$ cat src/rtl/mc_board_ctl.sv
// mc_board_ctl: board control for VM2-class boards.
// Generates the core clock-enable (slow-mode divider),
// the button-gated 50 Hz timer event and the startup
// vector / acknowledge for unaddressed (una) reads.
//
// Ports:
//   clk_p, rst_n      clock, async active-low reset
//   cpuslow, div_i    slow-mode select, period-1
//   clk_ena_o         core clock-enable
//   tick_i            raw 50 Hz timer level
//   btn_i, status_o   raw buttons, toggle states
//   evnt_o            timer event (gated by status_o[0])
//   vm_init_i         synchronous clear of una logic
//   una_i, istb_i     una read / vector read strobes
//   vec_i, virq_i,
//   iack_i            external vector source
//   vec_o, virq_o,
//   iack_o            vector interface to core
module mc_board_ctl #(
  parameter int              DIV_W    = 5,
  parameter int              NBTN     = 1,
  parameter logic [NBTN-1:0] BTN_INIT = {NBTN{1'b1}},
  parameter int              DEB_LEN  = 2,
  parameter logic [15:0]     STARTUP  = 16'o140001,
  parameter int              UNA_DLY  = 1
) (
  input  logic             clk_p,
  input  logic             rst_n,
  input  logic             cpuslow,
  input  logic [DIV_W-1:0] div_i,
  output logic             clk_ena_o,
  input  logic             tick_i,
  input  logic [NBTN-1:0]  btn_i,
  output logic [NBTN-1:0]  status_o,
  output logic             evnt_o,
  input  logic             vm_init_i,
  input  logic             una_i,
  input  logic             istb_i,
  input  logic [15:0]      vec_i,
  input  logic             virq_i,
  input  logic             iack_i,
  output logic [15:0]      vec_o,
  output logic             virq_o,
  output logic             iack_o
);

  localparam int UCW = $clog2(UNA_DLY + 1);

  // Divider. The >= compare wraps at once when div_i
  // is lowered below the current count.
  logic [DIV_W-1:0] r_cnt;

  always_ff @(posedge clk_p or negedge rst_n) begin
    if (!rst_n) begin
      r_cnt <= '0;
    end else if (r_cnt >= div_i) begin
      r_cnt <= '0;
    end else begin
      r_cnt <= r_cnt + DIV_W'(1);
    end
  end

  assign clk_ena_o = cpuslow ? (r_cnt == '0) : 1'b1;

  // Tick synchroniser and rising-edge strobe
  logic r_tick_m;
  logic r_tick_s;
  logic r_tick_d;
  logic r_tstb;

  always_ff @(posedge clk_p or negedge rst_n) begin
    if (!rst_n) begin
      r_tick_m <= 1'b0;
      r_tick_s <= 1'b0;
      r_tick_d <= 1'b0;
      r_tstb   <= 1'b0;
    end else begin
      r_tick_m <= tick_i;
      r_tick_s <= r_tick_m;
      r_tick_d <= r_tick_s;
      r_tstb   <= r_tick_s & ~r_tick_d;
    end
  end

  assign evnt_o = r_tick_s & status_o[0];

  // Buttons: sync, tick-sampled debounce, toggle once
  // per press. The lock/toggle rule looks at the
  // post-shift value so a shift and a decision can
  // happen on the same edge.
  for (genvar g = 0; g < NBTN; g++) begin : g_btn
    logic               r_m;
    logic               r_s;
    logic               r_lock;
    logic               r_st;
    logic [DEB_LEN-1:0] r_sh;
    logic [DEB_LEN-1:0] w_shl;
    logic [DEB_LEN-1:0] w_sh;

    assign w_shl = (r_sh << 1) | DEB_LEN'(r_s);
    assign w_sh  = r_tstb ? w_shl : r_sh;

    always_ff @(posedge clk_p or negedge rst_n) begin
      if (!rst_n) begin
        r_m    <= 1'b0;
        r_s    <= 1'b0;
        r_sh   <= '0;
        r_lock <= 1'b0;
        r_st   <= BTN_INIT[g];
      end else begin
        r_m  <= btn_i[g];
        r_s  <= r_m;
        r_sh <= w_sh;
        if ((&w_sh) && !r_lock) begin
          r_st   <= ~r_st;
          r_lock <= 1'b1;
        end else if (w_sh == '0) begin
          r_lock <= 1'b0;
        end
      end
    end

    assign status_o[g] = r_st;
  end

  // Una path
  typedef enum logic [1:0] {
    S_IDLE,
    S_WAIT,
    S_ACK,
    S_HOLD
  } una_st_t;

  una_st_t        r_state;
  una_st_t        w_state_nxt;
  logic [UCW-1:0] r_ucnt;
  logic [UCW-1:0] w_ucnt_nxt;
  logic           r_una_irq;
  logic           w_req;

  assign w_req = istb_i & una_i;

  always_ff @(posedge clk_p or negedge rst_n) begin
    if (!rst_n) begin
      r_state   <= S_IDLE;
      r_ucnt    <= '0;
      r_una_irq <= 1'b0;
    end else begin
      r_state   <= w_state_nxt;
      r_ucnt    <= w_ucnt_nxt;
      r_una_irq <= vm_init_i ? 1'b0 : una_i;
    end
  end

  always_comb begin
    w_state_nxt = r_state;
    w_ucnt_nxt  = r_ucnt;
    if (vm_init_i) begin
      w_state_nxt = S_IDLE;
    end else begin
      unique case (r_state)
        S_IDLE: begin
          if (w_req) begin
            w_state_nxt = S_WAIT;
            w_ucnt_nxt  = UCW'(UNA_DLY - 1);
          end
        end
        S_WAIT: begin
          if (!w_req) begin
            w_state_nxt = S_IDLE;
          end else if (r_ucnt == '0) begin
            w_state_nxt = S_ACK;
          end else begin
            w_ucnt_nxt = r_ucnt - UCW'(1);
          end
        end
        S_ACK: begin
          w_state_nxt = S_HOLD;
        end
        S_HOLD: begin
          if (!istb_i) begin
            w_state_nxt = S_IDLE;
          end
        end
        default: begin
          w_state_nxt = S_IDLE;
        end
      endcase
    end
  end

  assign vec_o  = una_i ? STARTUP : vec_i;
  assign virq_o = virq_i | r_una_irq;
  assign iack_o = iack_i | (r_state == S_ACK);

endmodule

$ cat config.mk
export PLATFORM = sky130hd
export DESIGN_NAME = mc_board_ctl
export DESIGN_NICKNAME = d
export VERILOG_FILES = /design/src/rtl/mc_board_ctl.sv
export SDC_FILE = /design/constraint.sdc
export NUM_CORES = 1
export LEC_CHECK = 0
export ABC_AREA = 0
export CAP_MARGIN = 20
export CORE_MARGIN = 2
export CORE_UTILIZATION = 40
export CTS_CLUSTER_SIZE = 30
export DETAILED_ROUTE_END_ITERATION = 10
export DONT_BUFFER_PORTS = 1
export REMOVE_ABC_BUFFERS = 1
export SLEW_MARGIN = 15
export SYNTH_ARGS = -nofsm -noshare
export SYNTH_HDL_FRONTEND = slang
export SYNTH_SLANG_ARGS = --single-unit
$ cat constraint.sdc
create_clock -name clk_p -period 2.1 [get_ports clk_p]
set_clock_uncertainty 0.05 [all_clocks]
set_input_delay 0.105 -clock clk_p [delete_from_list [all_inputs] [get_ports clk_p]]
set_output_delay 0.105 -clock clk_p [all_outputs]
set_load 0.005 [all_outputs]
==> impl_metrics.py, run 1 <==
metrics = {
    "cts": {
        "h-tree-depth": 1,
        "cts-root-buf": "clkbuf_4",
        "cts_buffer_depth": 2,
        "clock_sinks": 18,
        "worstSkewPairLatency_ns": 0.29,
        "cts_buffers": 3,
        "cts_tree": "yes",
        "cts.clk_slew.worst_paths_ns": 0.10,
        "cts.repair.resized": 0,
    },
    "placement": {
        "hpwlAfterDp_mm": 1.15,
        "gp_congestion": 0.744,
        "dpl.cell_count": 111,
        "numPortBuffers": 0,
    },
    "drt": {
        "highest_layer": "met3",
        "wl_met1_microns": 632,
        "num_vias": 621,
        "totalWireLength_mm": 1.57,
        "viasPerCell": 5.09,
        "dr_wl_met3_microns": 114,
        "met2_length_microns": 822,
        "final_antenna_net_count": 0,
        "wl_per_cell_microns": 12.9,
        "drc": 0,
        "firstDrtPassIters": 4,
        "drtIter0Drc": 6,
    },
    "critical_path": {
        "slowest_delay_ns": 0.42,
        "crit_path_top_delay_cell": "dfrtp_1",
        "critical_path_buf_inv_count": 2,
        "critPathTopFamily": "flip-flops",
        "required_ns": 1.95,
        "cp_common_cell": "inv_1",
        "critPathLaunchType": "flop",
        "criticalPathCategory": "reg2out",
        "arrival_ns": 1.36,
        "reg2reg_slack_ns": 0.59,
        "reg2reg_from": "r_cnt[2]",
        "r2r-end": "r_cnt[3]",
        "reg2regPathDepth": 4,
        "crit_path_cell_trace": "inv_1, ha_1, inv_1, o41ai_1",
        "crit_path_end_kind": "output pin",
        "critPathMaxFanout": 4,
    },
    "synthesis": {
        "synth_top_family_by_area": "simple AND/OR/NAND/NOR gates",
        "synth_warnings": 0,
        "avgSynthCellArea_sq_um": 11.1,
        "async_flop_share_pct": 100,
        "synth_top_area_cell": "dfrtp_1",
        "synth_compound_area_share_pct": 9.93,
        "synth_adder_area_share_pct": 10.6,
        "synth_most_common_cell": "dfrtp_1",
        "synth_xor_area_share_pct": 3.76,
        "yosysTopAreaCellShare_pct": 45.6,
        "ys_seq_area_share_pct": 48.5,
        "synthTopCellsByArea": "dfrtp_1, and2b_1, ha_1",
        "synth_common_cells": "dfrtp_1, and2b_1, inv_1",
        "synth.distinct_cells": 24,
        "synth-main-ff-cell": "dfrtp_1",
        "synthCells": 84,
        "yosys.area_share.simple_pct": 20.0,
        "syn-cell-area_sq_um": 932,
        "synthMuxAreaShare_pct": 3.22,
        "synth_edf_count": 0,
        "ys_seq_elements": 18,
    },
    "global_routing": {
        "grt_max_degree": 19,
        "grt.total_usage_pct": 12.0,
        "grt_pass1_vias": 584,
        "grt_overflow_total": 0,
        "antenna_found_initial": 0,
        "grt_pass1_wl_mm": 2.37,
    },
    "sta": {
        "period_needed_ns": 1.52,
        "hold_ws_ns": 0.147,
        "slew_headroom_pct": 47.3,
        "fin_crit_sh_pct": 72.3,
        "rsz0062_at_grt": "false",
        "slew_violations": 0,
        "worstMarginPinSlew_ns": 0.788,
        "fmax_ghz": 0.658,
        "hold_viol": 0,
        "fin_tns_setup_ns": 0,
        "setup_viol": 0,
    },
    "cells_and_area": {
        "final_nets": 133,
        "area_growth_pct": 14.8,
        "regMostFlops": "r_cnt",
        "final_cells": 122,
        "drive_above_1_share_pct": 12.8,
        "top_regs": "r_cnt: 5 flops, g_btn.r_sh: 2 flops, r_state: 2 flops",
        "diodes": 0,
        "largest_reg_flops": 5,
    },
    "floorplan": {
        "start_util_pct": 42.1,
        "dieArea_sq_mm": 0.00273,
        "ioPinCount": 52,
        "die_w_microns": 52.3,
        "rows": 17,
        "dieHeight_microns": 52.3,
        "fp.coreArea_sq_mm": 0.00221,
    },
    "hold_path": {
        "worstHoldPathType": "in2reg",
        "hold_start": "div_i[3]",
        "min_to": "r_cnt[1]",
        "holdPathStages": 3,
    },
    "power": {
        "peakVddDrop_mv": 0.685,
        "total_leakage_power_uw": 0.000528,
        "powerDensity_mw_per_mm2": 1000,
    },
    "job": {
        "cap_violations": 0,
    },
    "status": {
        "status": "completed",
    },
}
==> power breakdown <==
part / internal [uW] / switching, uW / total, uW
logic: 175 / 182 / 356
registers: 436 / 74.9 / 510
clock network: 105 / 102 / 208
total: 716 / 359 / 1070
==> layout make-up <==
cell class	instances	area [sq um]
multi-input combinational	56	443
clock buffer	4	36.3
timing repair buffer	7	70.1
fill	215	1140
tap	28	35.0
sequential	18	452
inverter	9	33.8
==> worst max-delay path by stage <==
stage / from / endpoint / slack (ns) / cells past startpoint
finish: r_cnt[0] / clk_ena_o / 0.58 / 4
global route: r_cnt[0] / r_cnt[4] / 0.47 / 5
CTS: r_cnt[0] / clk_ena_o / 0.55 / 4
detailed placement: r_cnt[2] / r_cnt[0] / 0.61 / 4
global placement: r_cnt[2] / r_cnt[0] / 0.65 / 4
floorplan: r_cnt[2] / r_cnt[0] / 0.77 / 4
==> repair_timing <==
item | CTS | global route
setup buffers | 0 | 0
endpoints found under the hold margin | 23 | 0
hold buffers | 7 | 0
==> per-stage QoR <==
| stage | setup WS [ns] | power (uW) | instance area (sq um) | utilization [%] |
|---|---|---|---|---|
| after floorplan | 0.773 | 782 | 928 | - |
| after global placement | 0.648 | 843 | 963 | 43.6 |
| after detailed placement | 0.614 | 859 | 963 | 43.6 |
| after CTS | 0.552 | 1090 | 1070 | 48.4 |
| after global routing | 0.467 | 1160 | 1070 | 48.4 |
| final | 0.581 | 1070 | 1070 | 48.4 |
==> logic make-up (layout without fill, tap and decap cells) <==
group	Yosys count	count (layout)
AOI/OAI and AO/OA	13	13
xor gates and xnor gates	4	4
adders and majority gates	8	8
buffers and inverters	10	20
DFF	18	18
muxes	2	2
and+or+nand+nor	29	29
==> layer usage <==
layer / vias up / track usage, %
met5: - / 0
met2: 28 / 21.1
li1: 301 / -
met4: 0 / 1.28
met3: 0 / 6.00
met1: 292 / 13.4
==> worst register-to-register path, cell delays in order, from the launching register on <==
cell	delay, ns
dfrtp_1	0.44
ha_1	0.31
a21oi_1	0.14
o21ai_1	0.16
a311oi_1	0.31
==> placed cells by master (no fill, tap or decap) <==
cell type,instances
a21o_1,2
a21oi_1,3
a311oi_1,5
and2_1,1
and2b_1,12
clkbuf_4,3
clkbuf_8,1
dfrtp_1,17
dfstp_2,1
dlygate4sd3_1,7
ha_1,7
inv_1,9
maj3_2,1
mux2_4,2
nand2_1,2
nand3_1,2
nand3b_1,1
nor2_1,1
nor2b_1,5
nor3_1,1
o21ai_0,1
o21ai_1,1
o41ai_1,1
or2_2,4
xnor2_1,2
xor2_1,2
Note: power is estimated with default switching activity, not from simulation.
==> inputs of run 2 (changes only) <==
==> constraint.sdc (replaced) <==
create_clock -name clk_p -period 1.3 [get_ports clk_p]
set_clock_uncertainty 0.05 [all_clocks]
set_input_delay 0.065 -clock clk_p [delete_from_list [all_inputs] [get_ports clk_p]]
set_output_delay 0.065 -clock clk_p [all_outputs]
set_load 0.005 [all_outputs]
==> run 2 against run 1 <==
Effect of this change:
- first-iteration DRC count grew 50%
- highest routed layer unchanged
- clock power rose by 36%
- count of clock-buffer cells in the layout did not move
- via count increased by 4.5%
- largest cell class is now multi-input gates
- setup slack got worse by 0.63 ns
- global-route usage increased by 1.3 points
- power up 95%
- the run now ends with setup timing left
- cell area is 11% higher
- die area unchanged
- flip-flop and latch count is the same
- non-clock buffer count rose by 6
- critical path depth unchanged
==> impl_metrics.py, run 2 (synthesis results as in run 1) <==
metrics = {
    "status": {
        "status": "finished, violations left",
        "violations": "setup timing",
    },
    "critical_path": {
        "critPathMaxFanout": 5,
        "critPathLaunchType": "flop",
        "critical_path_buf_inv_count": 0,
        "crit_path_top_delay_cell": "dfrtp_1",
        "slowest_delay_ns": 0.42,
        "reg2regPathDepth": 4,
        "critPathTopFamily": "flip-flops",
        "crit_path_cell_trace": "ha_4, nand2_1, o21ai_4, a311oi_2",
        "criticalPathCategory": "reg2reg",
        "arrival_ns": 1.46,
        "reg2reg_slack_ns": -0.05,
        "r2r-end": "r_cnt[4]",
        "startpoint": "r_cnt[2]",
        "crit_path_end_kind": "flop",
        "required_ns": 1.41,
        "reg2reg_from": "r_cnt[2]",
    },
    "cts": {
        "cts-root-buf": "clkbuf_4",
        "cts.clk_slew.worst_paths_ns": 0.10,
        "clock_sinks": 18,
        "cts_buffer_depth": 2,
        "h-tree-depth": 1,
        "cts_buffers": 3,
        "cts_tree": "yes",
        "worstSkewPairLatency_ns": 0.29,
    },
    "cells_and_area": {
        "largest_reg_flops": 5,
        "layout_commonest_cell": "dfrtp_1",
        "drive_above_1_share_pct": 30.0,
        "regMostFlops": "r_cnt",
        "final_nets": 139,
        "layout_common_cells": "dfrtp_1, and2b_1, inv_1, dlygate4sd3_1, buf_4",
        "diodes": 0,
        "top_regs": "r_cnt: 5 flops, g_btn.r_sh: 2 flops, r_state: 2 flops",
        "area_growth_pct": 27.4,
    },
    "floorplan": {
        "ioPinCount": 52,
        "start_util_pct": 42.1,
        "dieArea_sq_mm": 0.00273,
        "die_w_microns": 52.3,
        "rows": 17,
        "fp.coreArea_sq_mm": 0.00221,
        "dieHeight_microns": 52.3,
    },
    "job": {
        "cap_violations": 0,
    },
    "global_routing": {
        "grt_pass1_vias": 597,
        "grt_overflow_total": 0,
        "grt_pass1_wl_mm": 2.62,
        "grt_max_degree": 19,
        "antenna_found_initial": 0,
        "grt.total_usage_pct": 13.3,
    },
    "drt": {
        "final_antenna_net_count": 0,
        "viasPerCell": 5.07,
        "drtIter0Drc": 9,
        "num_vias": 649,
        "drc": 0,
        "wl_per_cell_microns": 13.5,
        "totalWireLength_mm": 1.73,
        "firstDrtPassIters": 2,
    },
    "power": {
        "clockPowerShare_pct": 13.5,
        "peakVddDrop_mv": 0.748,
        "internal-power_uw": 1350,
        "total_leakage_power_uw": 0.000561,
        "p_comb_share_pct": 48.5,
        "p_sw_uw": 738,
        "seqPwrFrac_pct": 38.0,
        "powerDensity_mw_per_mm2": 1760,
        "switching_share_pct": 35.3,
    },
    "sta": {
        "fin_crit_sh_pct": 104,
        "setup_viol": 6,
        "period_needed_ns": 1.35,
        "slew_violations": 0,
        "fmax_ghz": 0.741,
        "worstMarginPinSlew_ns": 0.785,
        "slew_headroom_pct": 47.5,
        "rsz0062_at_grt": "true",
        "hold_viol": 0,
        "setup_ws_ns": -0.0497,
        "fin_tns_setup_ns": -0.262,
    },
    "hold_path": {
        "min_to": "r_state[0]",
        "holdPathStages": 3,
        "hold_start": "una_i",
        "worstHoldPathType": "in2reg",
    },
    "placement": {
        "gp_congestion": 0.781,
        "numPortBuffers": 0,
        "place_ws_ns": -0.116,
        "hpwlAfterDp_mm": 1.19,
    },
}
[run 2: layer usage]
metal / part of all wire [%] / wire length, microns / vias to the layer above / GRT usage [%]
met1: 41 / 709 / 311 / 17.2
met2: 54 / 929 / 24 / 20.5
met3: 5.0 / 87 / 0 / 3.43
met4: 0 / 0 / 0 / 6.41
met5: 0 / 0 / - / 0
li1: - / - / 314 / -
[run 2: tightest hold or removal path, cell delays in order]
cell and delay, ns:
a21oi_1 0.03, o21ai_0 0.11, nor2b_1 0.11
[run 2: what timing repair did]
| item | CTS | global route |
|---|---|---|
| gates resized for setup | 10 | 5 |
| hold buffers | 6 | 0 |
| hold endpoints to repair | 23 | 0 |
| endpoints found under the setup margin | 6 | 6 |
| setup buffers | 1 | 0 |
| pin swaps | 9 | 0 |
[run 2: worst max path at each step]
| stage | endpoint | cells after the start |
|---|---|---|
| 2_1_floorplan | r_cnt[0] | 4 |
| 3_3_place_gp | r_cnt[0] | 4 |
| 3_5_place_dp | r_cnt[0] | 5 |
| 4_1_cts | clk_ena_o | 5 |
| 5_1_grt | r_cnt[4] | 5 |
| 6_report | r_cnt[4] | 4 |
[run 2: layout make-up]
type | count | area, sq um
fill | 202 | 1020
multi-input combinational | 56 | 524
clock buffer | 4 | 26.3
inverter | 9 | 33.8
timing repair buffer | 13 | 116
tap | 28 | 35.0
sequential | 18 | 452
[run 2: through the flow]
step	utilization, %	power (uW)	std cells	instance area [sq um]	hold slack (ns)
after floorplan	-	1260	83	928	-0.281
after detailed placement	45.6	1520	117	1010	-0.280
after CTS	52.1	2000	128	1150	0.0143
after global routing	53.7	2260	128	1190	0.0215
final	53.7	2090	128	1190	0.0214
after global placement	45.6	1490	117	1010	-0.280
[run 2: power by group through the flow]
stage | Clock (uW) | Sequential [uW] | Combinational (uW)
2_1_floorplan | 0 | 806 | 457
3_3_place_gp | 0 | 796 | 694
3_5_place_dp | 0 | 796 | 720
4_1_cts | 300 | 792 | 911
5_1_grt | 318 | 817 | 1130
6_report | 283 | 794 | 1010
